$ cat config.mk
export PLATFORM = sky130hd
export DESIGN_NAME = gmii_cmd_rx
export DESIGN_NICKNAME = d
export VERILOG_FILES = /design/src/rtl/gmii_cmd_pkg.sv /design/src/rtl/crc32_d8.sv /design/src/rtl/gmii_cmd_rx.sv
export SDC_FILE = /design/constraint.sdc
export NUM_CORES = 1
export LEC_CHECK = 0
export ABC_CLOCK_PERIOD_IN_PS = 3000
export CAP_MARGIN = 20
export CORE_ASPECT_RATIO = 1.75
export CORE_MARGIN = 4
export CORE_UTILIZATION = 53
export CTS_BUF_LIST = sky130_fd_sc_hd__clkbuf_8 sky130_fd_sc_hd__clkbuf_16
export DETAILED_ROUTE_END_ITERATION = 10
export HOLD_SLACK_MARGIN = 0.02
export PLACE_DENSITY = 0.77
export SLEW_MARGIN = 20
export SYNTH_ARGS = -nofsm -noshare
export SYNTH_HDL_FRONTEND = slang
export SYNTH_SLANG_ARGS = --single-unit
$ cat constraint.sdc
create_clock -name rx_clk -period 3 [get_ports rx_clk]
set_input_delay 0.3 -clock rx_clk [delete_from_list [all_inputs] [get_ports rx_clk]]
set_output_delay 0.3 -clock rx_clk [all_outputs]
set_load 0.05 [all_outputs]
$ cat src/rtl/gmii_cmd_pkg.sv
// Shared types and constants for the GMII control-channel command decoder.
// Offsets count bytes after the SFD.
package gmii_cmd_pkg;

   typedef enum logic [2:0] {
      S_IDLE,
      S_PRE,
      S_HDR,
      S_PAY,
      S_DROP
   } state_t;

   localparam logic [10:0] OFF_XSTART = 11'd15;
   localparam logic [10:0] OFF_XSTOP  = 11'd17;
   localparam logic [10:0] OFF_YSTART = 11'd19;
   localparam logic [10:0] OFF_YSTOP  = 11'd21;
   localparam logic [10:0] OFF_CMD    = 11'd23;

   localparam logic [7:0] CMD_START = 8'hFF;
   localparam logic [7:0] CMD_STOP  = 8'h00;
   localparam logic [7:0] PRE_BYTE  = 8'h55;
   localparam logic [7:0] SFD_BYTE  = 8'hD5;

   localparam logic [31:0] CRC_RESIDUE = 32'hC704DD7B;

   localparam logic [10:0] MIN_LEN_FCS   = 11'd64;
   localparam logic [10:0] MIN_LEN_NOFCS = 11'd24;

   function automatic logic [31:0] bitrev32(input logic [31:0] v);
      logic [31:0] r;
      for (int i = 0; i < 32; i++) r[i] = v[31-i];
      return r;
   endfunction

endpackage

$ cat src/rtl/crc32_d8.sv
// Byte-wide IEEE 802.3 CRC-32, reflected (LSB first), init 0xFFFFFFFF.
// The register is not inverted; crc is the raw running remainder.
module crc32_d8 (
   input  logic        rx_clk,
   input  logic        reset,
   input  logic        init,
   input  logic        en,
   input  logic [7:0]  d,
   output logic [31:0] crc
);

   localparam logic [31:0] POLY_R = 32'hEDB88320;

   function automatic logic [31:0] step(input logic [31:0] c,
                                        input logic [7:0]  b);
      logic [31:0] r;
      r = c ^ {24'h0, b};
      for (int i = 0; i < 8; i++)
         r = r[0] ? ((r >> 1) ^ POLY_R) : (r >> 1);
      return r;
   endfunction

   always_ff @(posedge rx_clk or negedge reset) begin
      if (!reset)
         crc <= 32'hFFFF_FFFF;
      else if (init)
         crc <= 32'hFFFF_FFFF;
      else if (en)
         crc <= step(crc, d);
   end

endmodule

$ cat src/rtl/gmii_cmd_rx.sv
// Parses host command frames on GMII RX and commits a capture window
// and capture-enable level once the whole frame has been validated.
module gmii_cmd_rx
   import gmii_cmd_pkg::*;
#(
   parameter logic [47:0] MAC_ADDR  = 48'h0EDA_0203_0405,
   parameter bit          CHECK_FCS = 1'b1,
   parameter int          MAX_LEN   = 1522
) (
   input  logic        rx_clk,
   input  logic        reset,
   input  logic [7:0]  gmii_rxd,
   input  logic        gmii_rx_dv,
   input  logic        gmii_rx_er,
   output logic [15:0] xstart,
   output logic [15:0] xstop,
   output logic [15:0] ystart,
   output logic [15:0] ystop,
   output logic        capture_en,
   output logic        cfg_valid,
   output logic        frame_err
);

   localparam logic [10:0] MIN_LEN = CHECK_FCS ? MIN_LEN_FCS : MIN_LEN_NOFCS;
   localparam logic [10:0] MAX_CNT = 11'(MAX_LEN);

   logic [7:0]  rxd_q;
   logic        dv_q;
   logic        er_q;

   state_t      state;
   logic [10:0] cnt;
   logic        uc_ok;
   logic        bc_ok;
   logic [15:0] xs_sh;
   logic [15:0] xe_sh;
   logic [15:0] ys_sh;
   logic [15:0] ye_sh;
   logic [7:0]  cmd_sh;
   logic        commit_p;
   logic        err_p;

   logic [31:0] crc;
   logic        crc_init;
   logic        crc_en;
   logic [7:0]  mac_byte;
   logic        uc_m;
   logic        bc_m;
   logic        ok_all;

   always_ff @(posedge rx_clk or negedge reset) begin
      if (!reset) begin
         rxd_q <= 8'h00;
         dv_q  <= 1'b0;
         er_q  <= 1'b0;
      end else begin
         rxd_q <= gmii_rxd;
         dv_q  <= gmii_rx_dv;
         er_q  <= gmii_rx_er;
      end
   end

   assign crc_init = (state == S_PRE) && dv_q && !er_q
                     && (rxd_q == SFD_BYTE);
   assign crc_en   = ((state == S_HDR) || (state == S_PAY)) && dv_q;

   crc32_d8 u_crc (
      .rx_clk (rx_clk),
      .reset  (reset),
      .init   (crc_init),
      .en     (crc_en),
      .d      (rxd_q),
      .crc    (crc)
   );

   always_comb begin
      mac_byte = MAC_ADDR[47:40];
      case (cnt[2:0])
         3'd1:    mac_byte = MAC_ADDR[39:32];
         3'd2:    mac_byte = MAC_ADDR[31:24];
         3'd3:    mac_byte = MAC_ADDR[23:16];
         3'd4:    mac_byte = MAC_ADDR[15:8];
         3'd5:    mac_byte = MAC_ADDR[7:0];
         default: ;
      endcase
   end

   assign uc_m = uc_ok && (rxd_q == mac_byte);
   assign bc_m = bc_ok && (rxd_q == 8'hFF);

   // Residue is compared in MSB-first bit order against the reflected register.
   assign ok_all = (cnt >= MIN_LEN)
                   && (!CHECK_FCS || (bitrev32(crc) == CRC_RESIDUE))
                   && ((cmd_sh == CMD_START) || (cmd_sh == CMD_STOP))
                   && (xs_sh <= xe_sh)
                   && (ys_sh <= ye_sh);

   always_ff @(posedge rx_clk or negedge reset) begin
      if (!reset) begin
         state    <= S_IDLE;
         cnt      <= 11'd0;
         uc_ok    <= 1'b0;
         bc_ok    <= 1'b0;
         xs_sh    <= 16'h0;
         xe_sh    <= 16'h0;
         ys_sh    <= 16'h0;
         ye_sh    <= 16'h0;
         cmd_sh   <= 8'h00;
         commit_p <= 1'b0;
         err_p    <= 1'b0;
      end else begin
         commit_p <= 1'b0;
         err_p    <= 1'b0;
         unique case (state)
            S_IDLE: begin
               if (dv_q)
                  state <= (!er_q && rxd_q == PRE_BYTE) ? S_PRE : S_DROP;
            end
            S_PRE: begin
               if (!dv_q)
                  state <= S_IDLE;
               else if (er_q)
                  state <= S_DROP;
               else if (rxd_q == SFD_BYTE) begin
                  state <= S_HDR;
                  cnt   <= 11'd0;
                  uc_ok <= 1'b1;
                  bc_ok <= 1'b1;
               end else if (rxd_q != PRE_BYTE)
                  state <= S_DROP;
            end
            S_HDR: begin
               if (!dv_q) begin
                  state <= S_IDLE;
                  err_p <= 1'b1;
               end else if (er_q) begin
                  state <= S_DROP;
                  err_p <= 1'b1;
               end else if (!uc_m && !bc_m) begin
                  // Frames for another station are filtered, not errors.
                  state <= S_DROP;
               end else begin
                  uc_ok <= uc_m;
                  bc_ok <= bc_m;
                  cnt   <= cnt + 11'd1;
                  if (cnt == 11'd5)
                     state <= S_PAY;
               end
            end
            S_PAY: begin
               if (!dv_q) begin
                  state    <= S_IDLE;
                  commit_p <= ok_all;
                  err_p    <= !ok_all;
               end else if (er_q || cnt == MAX_CNT) begin
                  state <= S_DROP;
                  err_p <= 1'b1;
               end else begin
                  cnt <= (cnt == 11'h7FF) ? cnt : cnt + 11'd1;
                  case (cnt)
                     OFF_XSTART:         xs_sh[15:8] <= rxd_q;
                     OFF_XSTART + 11'd1: xs_sh[7:0]  <= rxd_q;
                     OFF_XSTOP:          xe_sh[15:8] <= rxd_q;
                     OFF_XSTOP + 11'd1:  xe_sh[7:0]  <= rxd_q;
                     OFF_YSTART:         ys_sh[15:8] <= rxd_q;
                     OFF_YSTART + 11'd1: ys_sh[7:0]  <= rxd_q;
                     OFF_YSTOP:          ye_sh[15:8] <= rxd_q;
                     OFF_YSTOP + 11'd1:  ye_sh[7:0]  <= rxd_q;
                     OFF_CMD:            cmd_sh      <= rxd_q;
                     default: ;
                  endcase
               end
            end
            S_DROP: begin
               if (!dv_q)
                  state <= S_IDLE;
            end
            default: state <= S_IDLE;
         endcase
      end
   end

   always_ff @(posedge rx_clk or negedge reset) begin
      if (!reset) begin
         xstart     <= 16'h0;
         xstop      <= 16'h0;
         ystart     <= 16'h0;
         ystop      <= 16'h0;
         capture_en <= 1'b0;
         cfg_valid  <= 1'b0;
         frame_err  <= 1'b0;
      end else begin
         cfg_valid <= commit_p;
         frame_err <= err_p;
         if (commit_p) begin
            xstart     <= xs_sh;
            xstop      <= xe_sh;
            ystart     <= ys_sh;
            ystop      <= ye_sh;
            capture_en <= (cmd_sh == CMD_START);
         end
      end
   end

endmodule
* After elaboration in Yosys (flattened, before gate mapping) *
Cells that the tools add are included.

storage, ports and cells
  flip-flop bits (word level) = 199
  bits in latches = 0
  memory bits (writable) = 0
  memory bits (read-only) = 0
  output and inout bits = 67
  word-level logic and storage cells = 171
  memories kept = 0

cells by class
  $add $sub $neg = 1
  $mul = 0
  divide/modulo/power cells = 0
  order comparisons = 3
  equal/unequal tests = 42
  shifts and indexed selects = 0
  muxes and demuxes = 53
  bitwise operators = 10
  reduce and logical (&&, ||, !) cells = 36

operator list
  cell                     number
  $mux W32                 10
  $not A13 Y14             8
  $mux W11                 9
  $eq A11 B5 Y1 const B    8
  $pmux W8 S5              1
  $mux W3                  13
  $reduce_and A4 Y1        9
  $pmux W11 S3             1
  $eq A32 B32 Y1 const B   1
  $le A16 B16 Y1           2
  $xor A32 B8 Y32          1
  $eq A8 B8 Y1 const B     3
  $eq A11 B11 Y1 const B   2
  $ne A2 B2 Y1 const B     10
  $mux W1                  15
  $pmux W3 S5              1
  $eq A3 B2 Y1 const B     4
  $logic_and A1 B1 Y1      12
  $add A11 B1 Y11 const B  1
  $eq A11 B3 Y1 const B    1
  $eq A11 B4 Y1 const B    1
  $ge A11 B7 Y1 const B    1
  $ne A5 B3 Y1 const B     2
  $reduce_and A10 Y1       1
  other kinds (17)         28

* Depth between registers and ports, before layout *
  depth after elaboration = 19
  depth in mapped cells = 10
  depth with buffers taken out = 8

* Modules after synthesis *
A second synthesis with hierarchy kept.

second synthesis, totals
  cells, all modules = 807
  area total of the unflattened synthesis = 9770.6 sq um

modules (own cells, without submodules)
  module       times used  cells each  area an instance (sq um)  seq. area each (sq um)
  gmii_cmd_rx  1           614         7714.9                    4179.0
  crc32_d8     1           193         2055.7                    840.8

* Worst setup path before layout *
OpenSTA, ideal clock, no wires.

  kind = register -> register
  start = register cnt[0]
  end = register cnt[9]
  library setup time = 0.104 ns
  data arrival time = 2.827 ns
  path slack = 0.070 ns
  stages on the path, launching flop included = 10
  path through = dfrtp_1 -> ha_1 -> ha_1 -> nand2b_1 -> or3_1 -> a2111o_1 -> o31a_1 -> or3_1 -> buf_2 -> o41ai_2

on the way
  word-level cells in the longest chain between the ends = 8
  elaborated cells between the ends (all ways) = 25
  classes of those cells = add/sub: 1; eq/ne: 11; mux: 8; reduce/logical: 5

ends and longest elaborated chain
  what                                  RTL line            source
  start, declared                       gmii_cmd_rx.sv:32   logic [10:0] cnt;
  start signal, assigned                gmii_cmd_rx.sv:145  cnt <= cnt + 11'd1;
  start signal, assigned                gmii_cmd_rx.sv:159  cnt <= (cnt == 11'h7FF) ? cnt : cnt + 11'd1;
  $eq A3 B3 Y1 (tied with other cells)  gmii_cmd_rx.sv:78   case (cnt[2:0])
  $pmux W8 S5                           gmii_cmd_rx.sv:78
  $eq A8 B8 Y1                          gmii_cmd_rx.sv:88   assign uc_m = uc_ok && (rxd_q == mac_byte);
  $logic_and A1 B1 Y1                   gmii_cmd_rx.sv:88
  $logic_not A1 Y1                      gmii_cmd_rx.sv:139  end else if (!uc_m && !bc_m) begin
  $logic_and A1 B1 Y1                   gmii_cmd_rx.sv:139
  $ne A2 B2 Y1 (no source line)         -
  $reduce_and A10 Y1 (no source line)   -

Parallel ways exist; a longest one is shown, timed or not. The select of a mux whose other input is x is not followed.
A chain may end at the register's enable or synchronous reset.

* Final worst setup path *
  start = register cnt[1]
  end = register cnt[2]

Same word-level chain as after synthesis.

==> flow_metrics.env <==
export IMPL_worstSetupPathDepth=9
export IMPL_path_cells="ha_1 > ha_1 > nand2b_1 > or3_1 > a2111o_1 > o31a_1 > buf_4 > or4_1 > o21ai_0"
export IMPL_die_y_um=186
export IMPL_wire_per_inst_um=19.1
export IMPL_power_total_mw=5.35
export IMPL_cts_clk_slew_worst_paths_ns=0.08
export IMPL_synth_edf_count=0
export IMPL_seq_area_frac_synth_pct=52.5
export IMPL_dr_pass1_iters=4
export IMPL_drv_cap=0
export IMPL_cts_max_level=4
export IMPL_root_buffer="clkbuf_16"
export IMPL_ant_nets=0
export IMPL_grt_util_all_layers_pct=22.9
export IMPL_setup_viol=0
export IMPL_drc=0
export IMPL_synth_top_area_cell="dfrtp_1"
export IMPL_cp_max_fo=11
export IMPL_synth_top_cells_by_area="dfrtp_1 (44%), mux2_2 (15%), dfstp_2 (8.8%), ha_1 (4.8%), xnor2_1 (4.8%)"
export IMPL_crit_start="cnt[1]$_DFFE_PN0P_"
export IMPL_ys_ff_latch=199
export IMPL_r2r_slack_ns=0.12
export IMPL_synth_top_family_by_area="multiplexers"
export IMPL_grt_overflow=0
export IMPL_cp_endpoint="cnt[2]$_DFFE_PN0P_"
export IMPL_synth_nets=847
export IMPL_final_cells=1142
export IMPL_finalCritPeriodShare_pct=95.9
export IMPL_cp_required_ns=3.36
export IMPL_crit_buf_inv=1
export IMPL_finalCriticalPeriod_ns=2.88
export IMPL_cts_tree="yes"
export IMPL_fmax_ghz=0.348
export IMPL_design_core_area_um2=17600
export IMPL_critPathMaxStageDelay_ns=0.45
export IMPL_post_route_util_pct=65.1
export IMPL_critPathLaunchType="register"
export IMPL_synth_cell_type_count=61
export IMPL_ys_warnings_count=0
export IMPL_synthArstFlopShare_pct=100
export IMPL_crit_path_end_kind="register"
export IMPL_clock_skew_ns=0.0128
export IMPL_finalWirelength_um=21900
export IMPL_dp_hpwl_um=15800
export IMPL_p_leak_nw=5.22
export IMPL_cp_arrival_ns=3.24
export IMPL_whs_ns=0.287
export IMPL_slowest_stage="or4_1"
export IMPL_ios=79
export IMPL_status="completed"
export IMPL_tightest_slew_ns=0.893
export IMPL_grt_pass1_wl_um=35700
export IMPL_synth_main_ff_cell="dfrtp_1"
export IMPL_cts_buffer_depth=2
export IMPL_avgSynthCellArea_um2=12.0
export IMPL_r2r_start="cnt[1]$_DFFE_PN0P_"
export IMPL_antenna_found_initial=0
export IMPL_start_util_pct=54.3
export IMPL_p_per_area_nw_per_um2=467
export IMPL_hold_viol=0
export IMPL_layout_common_cells="dfrtp_1 (166), mux2_2 (127), clkdlybuf4s50_1 (77), xnor2_1 (52), inv_1 (40)"
export IMPL_final_common_cell="dfrtp_1"
export IMPL_place_area_um2=10800
export IMPL_post_place_cells=1106
export IMPL_vias_per_cell=5.75
export IMPL_syn2layout_area_growth_pct=19.8
export IMPL_final_cell_area_um2=11500
export IMPL_nets=947
export IMPL_synth_compound_area_share_pct=7.58
export IMPL_yosys_area_share_simple_pct=9.32
export IMPL_hp_class="in -> reg"
export IMPL_synth_top_area_share_pct=43.7
export IMPL_syn_inst=798
export IMPL_criticalPathCategory="reg -> reg"
export IMPL_reg2reg_to="cnt[2]$_DFFE_PN0P_"
export IMPL_reg2reg_depth=9
export IMPL_drive_gt1_share_pct=26.9
export IMPL_dieArea_um2=20400
export IMPL_crit_family="simple AND/OR/NAND/NOR gates"
export IMPL_grt_max_degree=64
export IMPL_numCtsBuffers=17
export IMPL_grt_pass1_vias=6860
export IMPL_floorplan_die_width_um=110
export IMPL_io_buffers=78
export IMPL_gp_congestion=0.886
export IMPL_cpMostUsedCell="ha_1"
export IMPL_diodes=0
export IMPL_rsz0062_at_grt="no"
export IMPL_synthMuxAreaShare_pct=15.5
export IMPL_netlist_area_um2=9570
export IMPL_num_rows=64
export IMPL_maxSlewHeadroom_pct=40.0
export IMPL_slew_violations=0
export IMPL_vias=6568
export IMPL_synthXorXnorAreaFrac_pct=7.24
export IMPL_insertion_delay_ns=0.44
export IMPL_vdd_ir_drop_max_mv=0.346
export IMPL_synth_fa_ha_area_share_pct=4.84
export IMPL_cts_sinks=199
export IMPL_drt_iter0_markers=310
layout make-up:
cell class              count  area [um^2]
fillers                  1349         6150
flip-flops and latches    199         5020
multi-input cells         522         4270
repair buffers            118         1120
clock buffers              19          475
well taps                 231          289
inverters                  40          150
clock inverters            13          139
through the flow:
stage | setup slack, ns | TNS, ns
final | 0.123 | 0
after global routing | 0.00127 | 0
after CTS | 0.0558 | 0
after detailed placement | -0.0299 | -0.0316
after global placement | 0.0273 | 0
after floorplan | 0.0697 | 0
cell families (layout without fill, tap and decap cells):
logic type / after synthesis / after routing
AND/OR/NAND/NOR: 165 / 165
buffers and inverters: 77 / 190
flip-flops: 199 / 199
AO/OA/AOI/OAI: 113 / 113
multiplexers: 132 / 132
adder cells (fa/ha/maj): 37 / 37
XOR/XNOR: 75 / 75
worst reg2reg max path: stages (launching register included):
cell and delay, ns:
dfrtp_1 0.42, ha_1 0.21, ha_1 0.22, nand2b_1 0.18, or3_1 0.31, a2111o_1 0.40
o31a_1 0.34, buf_4 0.18, or4_1 0.46, o21ai_0 0.08
cells in the mapped netlist (all sizes together), types with 4 or more instances:
library cell / count
o21a: 5
nand3: 14
o31ai: 14
mux2: 127
nand4: 12
buf: 4
ha: 37
xor2: 19
o21ai: 24
nand4b: 5
clkbuf: 33
xnor2: 55
a21o: 4
dfrtp: 167
nor3: 25
nor2: 26
a21oi: 37
a31oi: 4
inv: 40
nand2: 37
and4: 6
and3: 5
nor4: 10
dfstp: 32
nand2b: 6
mux2i: 5
registers in the layout (all words and copies together) (netlist names), 3 cells and up:
| signal | count |
|---|---|
| cnt | 11 |
| xs_sh | 16 |
| xstop | 16 |
| rxd_q | 8 |
| state | 3 |
| ye_sh | 16 |
| cmd_sh | 8 |
| ystop | 16 |
| xe_sh | 16 |
| u_crc.crc | 32 |
| ystart | 16 |
| ys_sh | 16 |
| xstart | 16 |
metal layers:
| metal | wire, um | global-route usage [%] |
|---|---|---|
| met1 | 8320 | 25.9 |
| met2 | 12100 | 41.5 |
| met4 | 772 | 11.0 |
| met5 | 0 | 0 |
| met3 | 652 | 3.54 |
worst min-delay path by stage:
| stage | depth (start not counted) | endpoint | slack (ns) | from |
|---|---|---|---|---|
| 6_report | 1 | rxd_q[4]$_DFF_PN0_ | 0.29 | gmii_rxd[4] |
| 3_5_place_dp | 1 | ystop[8]$_DFFE_PN0P_ | 0.33 | reset |
| 2_1_floorplan | 0 | bc_ok$_DFFE_PN0P_ | 0.004 | reset |
| 3_3_place_gp | 1 | ystop[8]$_DFFE_PN0P_ | 0.32 | reset |
| 5_1_grt | 1 | rxd_q[2]$_DFF_PN0_ | 0.28 | gmii_rxd[2] |
| 4_1_cts | 1 | rxd_q[4]$_DFF_PN0_ | 0.27 | gmii_rxd[4] |
where the power goes:
part	switching, mW	internal [mW]	leakage [nW]
clock	1.11	1.22	0.303
combinational	0.187	0.135	2.28
sequential	0.0186	2.69	2.64
what timing repair did:
action / CTS / global route
hold buffers: 1 / 0
gates resized for setup: 1 / 1
pin swaps: 0 / 3
endpoints found under the setup margin: 5 / 12
buffers inserted: 0 / 3
endpoints found under the hold margin: 46 / 0
(Power assumes the default switching activity.)
==> RTL change 1 (same settings) <==
Encoding of `state_t`: now one-hot (5 bits for 5 states).
--- a/src/rtl/gmii_cmd_pkg.sv
+++ b/src/rtl/gmii_cmd_pkg.sv
@@ -3,10 +3,10 @@
 package gmii_cmd_pkg;
 
-   typedef enum logic [2:0] {
-      S_IDLE,
-      S_PRE,
-      S_HDR,
-      S_PAY,
-      S_DROP
+   typedef enum logic [4:0] {
+      S_IDLE = 5'b00001,
+      S_PRE  = 5'b00010,
+      S_HDR  = 5'b00100,
+      S_PAY  = 5'b01000,
+      S_DROP = 5'b10000
    } state_t;
 
Check against the original RTL: no difference found for any inputs over 10 cycles, from zero or initial values and one cycle with reset low; not proved beyond that.
==> RTL change 1 against the original RTL <==
  * Synthesized area grew 4.6%
  * Combinational power grew 25%
  * Total power grew 7.2%
  * Setup slack gained 0.070 ns
  * Die area grew 4.3%
  * Sequential cell count grew 2
  * Final area grew 3.3%
  * Routed wire length grew 9.3%
  * Critical endpoint is now cnt[0]
  * Largest power group unchanged
==> RTL change 1: results (changes against the original RTL) <==
stage,metric,value,unit,change
status,run status,"complete, no violations",,unchanged
global_route,vias in the first global route,7245,,"was 6,860"
cts,CTS root buf,clkbuf_16,,unchanged
cells_and_area,Largest register FFs,32,,unchanged
sta,actual slew at the worst max-slew pin,0.706,ns,was 0.893 ns
power,Max IR drop VDD,455,uV,was 346 uV
cts,clock latency on the worst-skew pair,0.49,ns,was 0.44 ns
placed_design,pre-CTS setup slack,0.240,ns,was -0.0299 ns
cts,H-tree depth,1,,was 4
power,LEAKAGE,5.41,nW,was 5.22 nW
cells_and_area,Nets,965,,was 947
global_route,All-Layer GR Usage,23.1,%,was 22.9%
critical_path,worst r2r path cells,8,,was 9
global_route,global-route wire length before repair,39300,um,"was 35,700 um"
cts,Clock Path Buffers,3,,was 2
routing,via total after detailed routing,6726,,"was 6,568"
yosys,syn_nets,869,,was 847
yosys,Post-synth top cells,"dfrtp_1 (168), mux2_2 (138), nor2_1 (49)",,"was dfrtp_1 (167), mux2_2 (127), xnor2_1 (52)"
critical_path,crit-path max FO,11,,unchanged
placed_design,Placed Instance Area,11200,um^2,"was 10,800 um^2"
placed_design,placed cell count,1130,,"was 1,106"
routing,Initial DRT Pass Iterations,6,,was 4
yosys,"Distinct cells, synth",72,,was 61
routing,average wire per standard cell,20.5,um,was 19.1 um
yosys,syn avg cell area,12.2,um^2,was 12.0 um^2
cells_and_area,share of cells above drive strength 1,27.2,%,was 26.9%
sta,clk_skew,0.0143,ns,was 0.0128 ns
cts,total CTS buffers,20,,was 17
routing,initial detailed-routing violation count,411,,was 310
placed_design,GPL Wtd Cong,0.926,,was 0.886
placed_design,detailed placer's ending HPWL,17100,um,"was 15,800 um"
cts,post-CTS resize count,0,,was 1
yosys,sequential fraction of the synthesis area,50.7,%,was 52.5%
global_route,largest net degree at the start of global routing,74,,was 64
routing,DRT Wirelength,23900,um,"was 21,900 um"
cells_and_area,Filler cells,1452,,"was 1,349"
yosys,synth top area cells,"dfrtp_1 (42%), mux2_2 (16%), dfstp_2 (8.7%)",,"was dfrtp_1 (44%), mux2_2 (15%), dfstp_2 (8.8%)"
RTL change 1: layer usage:
metal | routed length [um] | vias to the layer above | part of all wire (%) | track usage (%)
li1 | - | 3109 | - | -
met1 | 9310 | 3388 | 39 | 28.4
met2 | 12900 | 175 | 54 | 41.8
met3 | 939 | 54 | 3.9 | 2.99
met4 | 781 | 0 | 3.3 | 7.73
met5 | 0 | - | 0 | 0
RTL change 1: worst max-delay path, stage by stage, from the launching register on:
cell	delay [ns]
dfrtp_1	0.39
inv_1	0.11
ha_1	0.31
inv_1	0.07
a221o_1	0.30
a2111o_1	0.45
o21ba_2	0.34
a211oi_4	0.53
mux2_2	0.25
RTL change 1: layout make-up:
class | instances | area (um^2) | share of cell area, %
flip-flops and latches | 201 | 5070 | 42.8
multi-input cells | 546 | 4630 | 39.1
repair buffers | 107 | 1030 | 8.69
clock buffers | 23 | 553 | 4.67
well taps | 238 | 298 | 2.51
inverters | 39 | 146 | 1.24
clock inverters | 11 | 116 | 0.982
RTL change 1: worst paths after layout:
check | from | endpoint | slack [ns]
setup reg to reg | cnt[1] | cnt[0] | 0.19
max in group asynchronous | reset | xstart[14] | 1.77
min in group asynchronous | reset | ystart[11] | 0.36
hold reg to reg | err_p | frame_err | 0.35
hold / removal | gmii_rxd[6] | rxd_q[6] | 0.27
setup / recovery | cnt[1] | cnt[0] | 0.19
RTL change 1: cells by family after synthesis:
kind of cell    after synthesis  synth area share, %
buf+inv                      72                 3.08
xor+xnor                     76                 7.93
mux                         145                 16.3
flops                       201                 50.7
simple gates                182                 9.64
fa+ha+maj                    38                 4.75
compound gates              105                 7.68
RTL change 1: report_power, final:
group,internal (mW),switching [mW],total [mW]
Clock,1.49,1.06,2.55
Sequential,2.73,0.0491,2.78
Combinational,0.173,0.229,0.402
Total,4.40,1.34,5.74
==> RTL change 2 (config.mk and constraints unchanged) <==
Without the edit above. The parameter `CHECK_FCS` goes from 1'b1 to 1'b0.
--- a/src/rtl/gmii_cmd_rx.sv
+++ b/src/rtl/gmii_cmd_rx.sv
@@ -5,5 +5,5 @@
 #(
    parameter logic [47:0] MAC_ADDR  = 48'h0EDA_0203_0405,
-   parameter bit          CHECK_FCS = 1'b1,
+   parameter bit          CHECK_FCS = 1'b0,
    parameter int          MAX_LEN   = 1522
 ) (
Check against the original RTL: no difference found for any inputs over 10 cycles, from zero or initial values and one cycle with reset low; that may be too few to reach the edited logic, so the function may still have changed.
==> RTL change 2 against the original RTL <==
  * Critical path depth fell by 1
  * Routed wire length fell by 22%
  * Synthesized area fell by 19%
  * Setup slack got worse by 0.00096 ns
  * Via count fell by 21%
  * Non-clock buffer count fell by 15
  * Critical endpoint is now xe_sh[14]
  * Die area fell by 18%
  * Final area fell by 17%
  * Sequential cell count fell by 32
  * Clock skew fell by 0.0023 ns
  * Count of clock-buffer cells in the layout fell by 2
Power is not compared: it rests on default switching activity, and its combinational part moved more than twofold at a synthesized area within 25%.
==> RTL change 2: results (changes against the original RTL) <==
stage,metric,value,unit,change
yosys,synth top area cells,"dfrtp_1 (54%), mux2_2 (19%), ha_1 (5.9%)",,"was dfrtp_1 (44%), mux2_2 (15%), dfstp_2 (8.8%)"
status,run status,"complete, no violations",,unchanged
routing,met3 routed WL,429,um,was 652 um
sta,relative slew slack,52.5,%,was 40.0%
cells_and_area,num sequential,167,,was 199
routing,Met1 Wirelength,6520,um,was 8320 um
yosys,syn_nets,667,,was 847
cells_and_area,inverters,41,,was 40
cells_and_area,multi-input gates,386,,was 522
global_route,global-route wire length before repair,28500,um,"was 35,700 um"
global_route,met2 usage,39.5,%,was 41.5%
global_route,largest net degree at the start of global routing,62,,was 64
cells_and_area,nonclk buf count,103,,was 118
placed_design,GPL Wtd Cong,0.898,,was 0.886
critical_path,critical path capture point,xe_sh[14],,was cnt[2]
cts,post-CTS resize count,0,,was 1
sta,clk_skew,0.0105,ns,was 0.0128 ns
yosys,post-synthesis mux area share,21.5,%,was 15.5%
routing,routed wl met2,9620,um,"was 12,100 um"
worst_hold_path,Hold Startpoint,gmii_rxd[0],,was gmii_rxd[4]
placed_design,detailed placer's ending HPWL,12500,um,"was 15,800 um"
yosys,sequential fraction of the synthesis area,53.6,%,was 52.5%
cells_and_area,CLK BUF,17,,was 19
critical_path,worst r2r path cells,8,,was 9
cells_and_area,Nets,765,,was 947
routing,initial detailed-routing violation count,203,,was 310
placed_design,placed cell count,873,,"was 1,106"
yosys,Synth Area in Compound Gates,5.54,%,was 7.58%
cells_and_area,share of cells above drive strength 1,28.1,%,was 26.9%
cells_and_area,Filler cells,1081,,"was 1,349"
## RTL change 2: cell count changes after synthesis, sizes merged, moves of 6 or more
cell / unedited run / this run
xnor2: 55 / 1
nand2b: 6 / 13
mux2i: 5 / 18
dfstp: 32 / 0
nor2: 26 / 17
nor3: 25 / 5
o31ai: 14 / 0
a21oi: 37 / 15
xor2: 19 / 0
o21ai: 24 / 15
clkbuf: 33 / 18
mux2: 127 / 133
## RTL change 2: stage by stage
step	total power, mW	cell area, um^2	worst slack, ns
2_1_floorplan	2.34	7790	0.393
3_5_place_dp	2.43	8880	0.0666
5_1_grt	4.56	9500	-0.0101
6_report	4.40	9500	0.122
3_3_place_gp	2.43	8880	0.151
4_1_cts	4.45	9430	0.0345
## RTL change 2: worst max-delay path: stages, from the launching register on
cell      delay [ns]
dfrtp_1         0.42
inv_1           0.12
ha_1            0.27
nor4b_1         0.17
and3_1          0.17
nand4b_4        0.20
or4_4           0.57
nor2_2          0.43
mux2_2          0.40
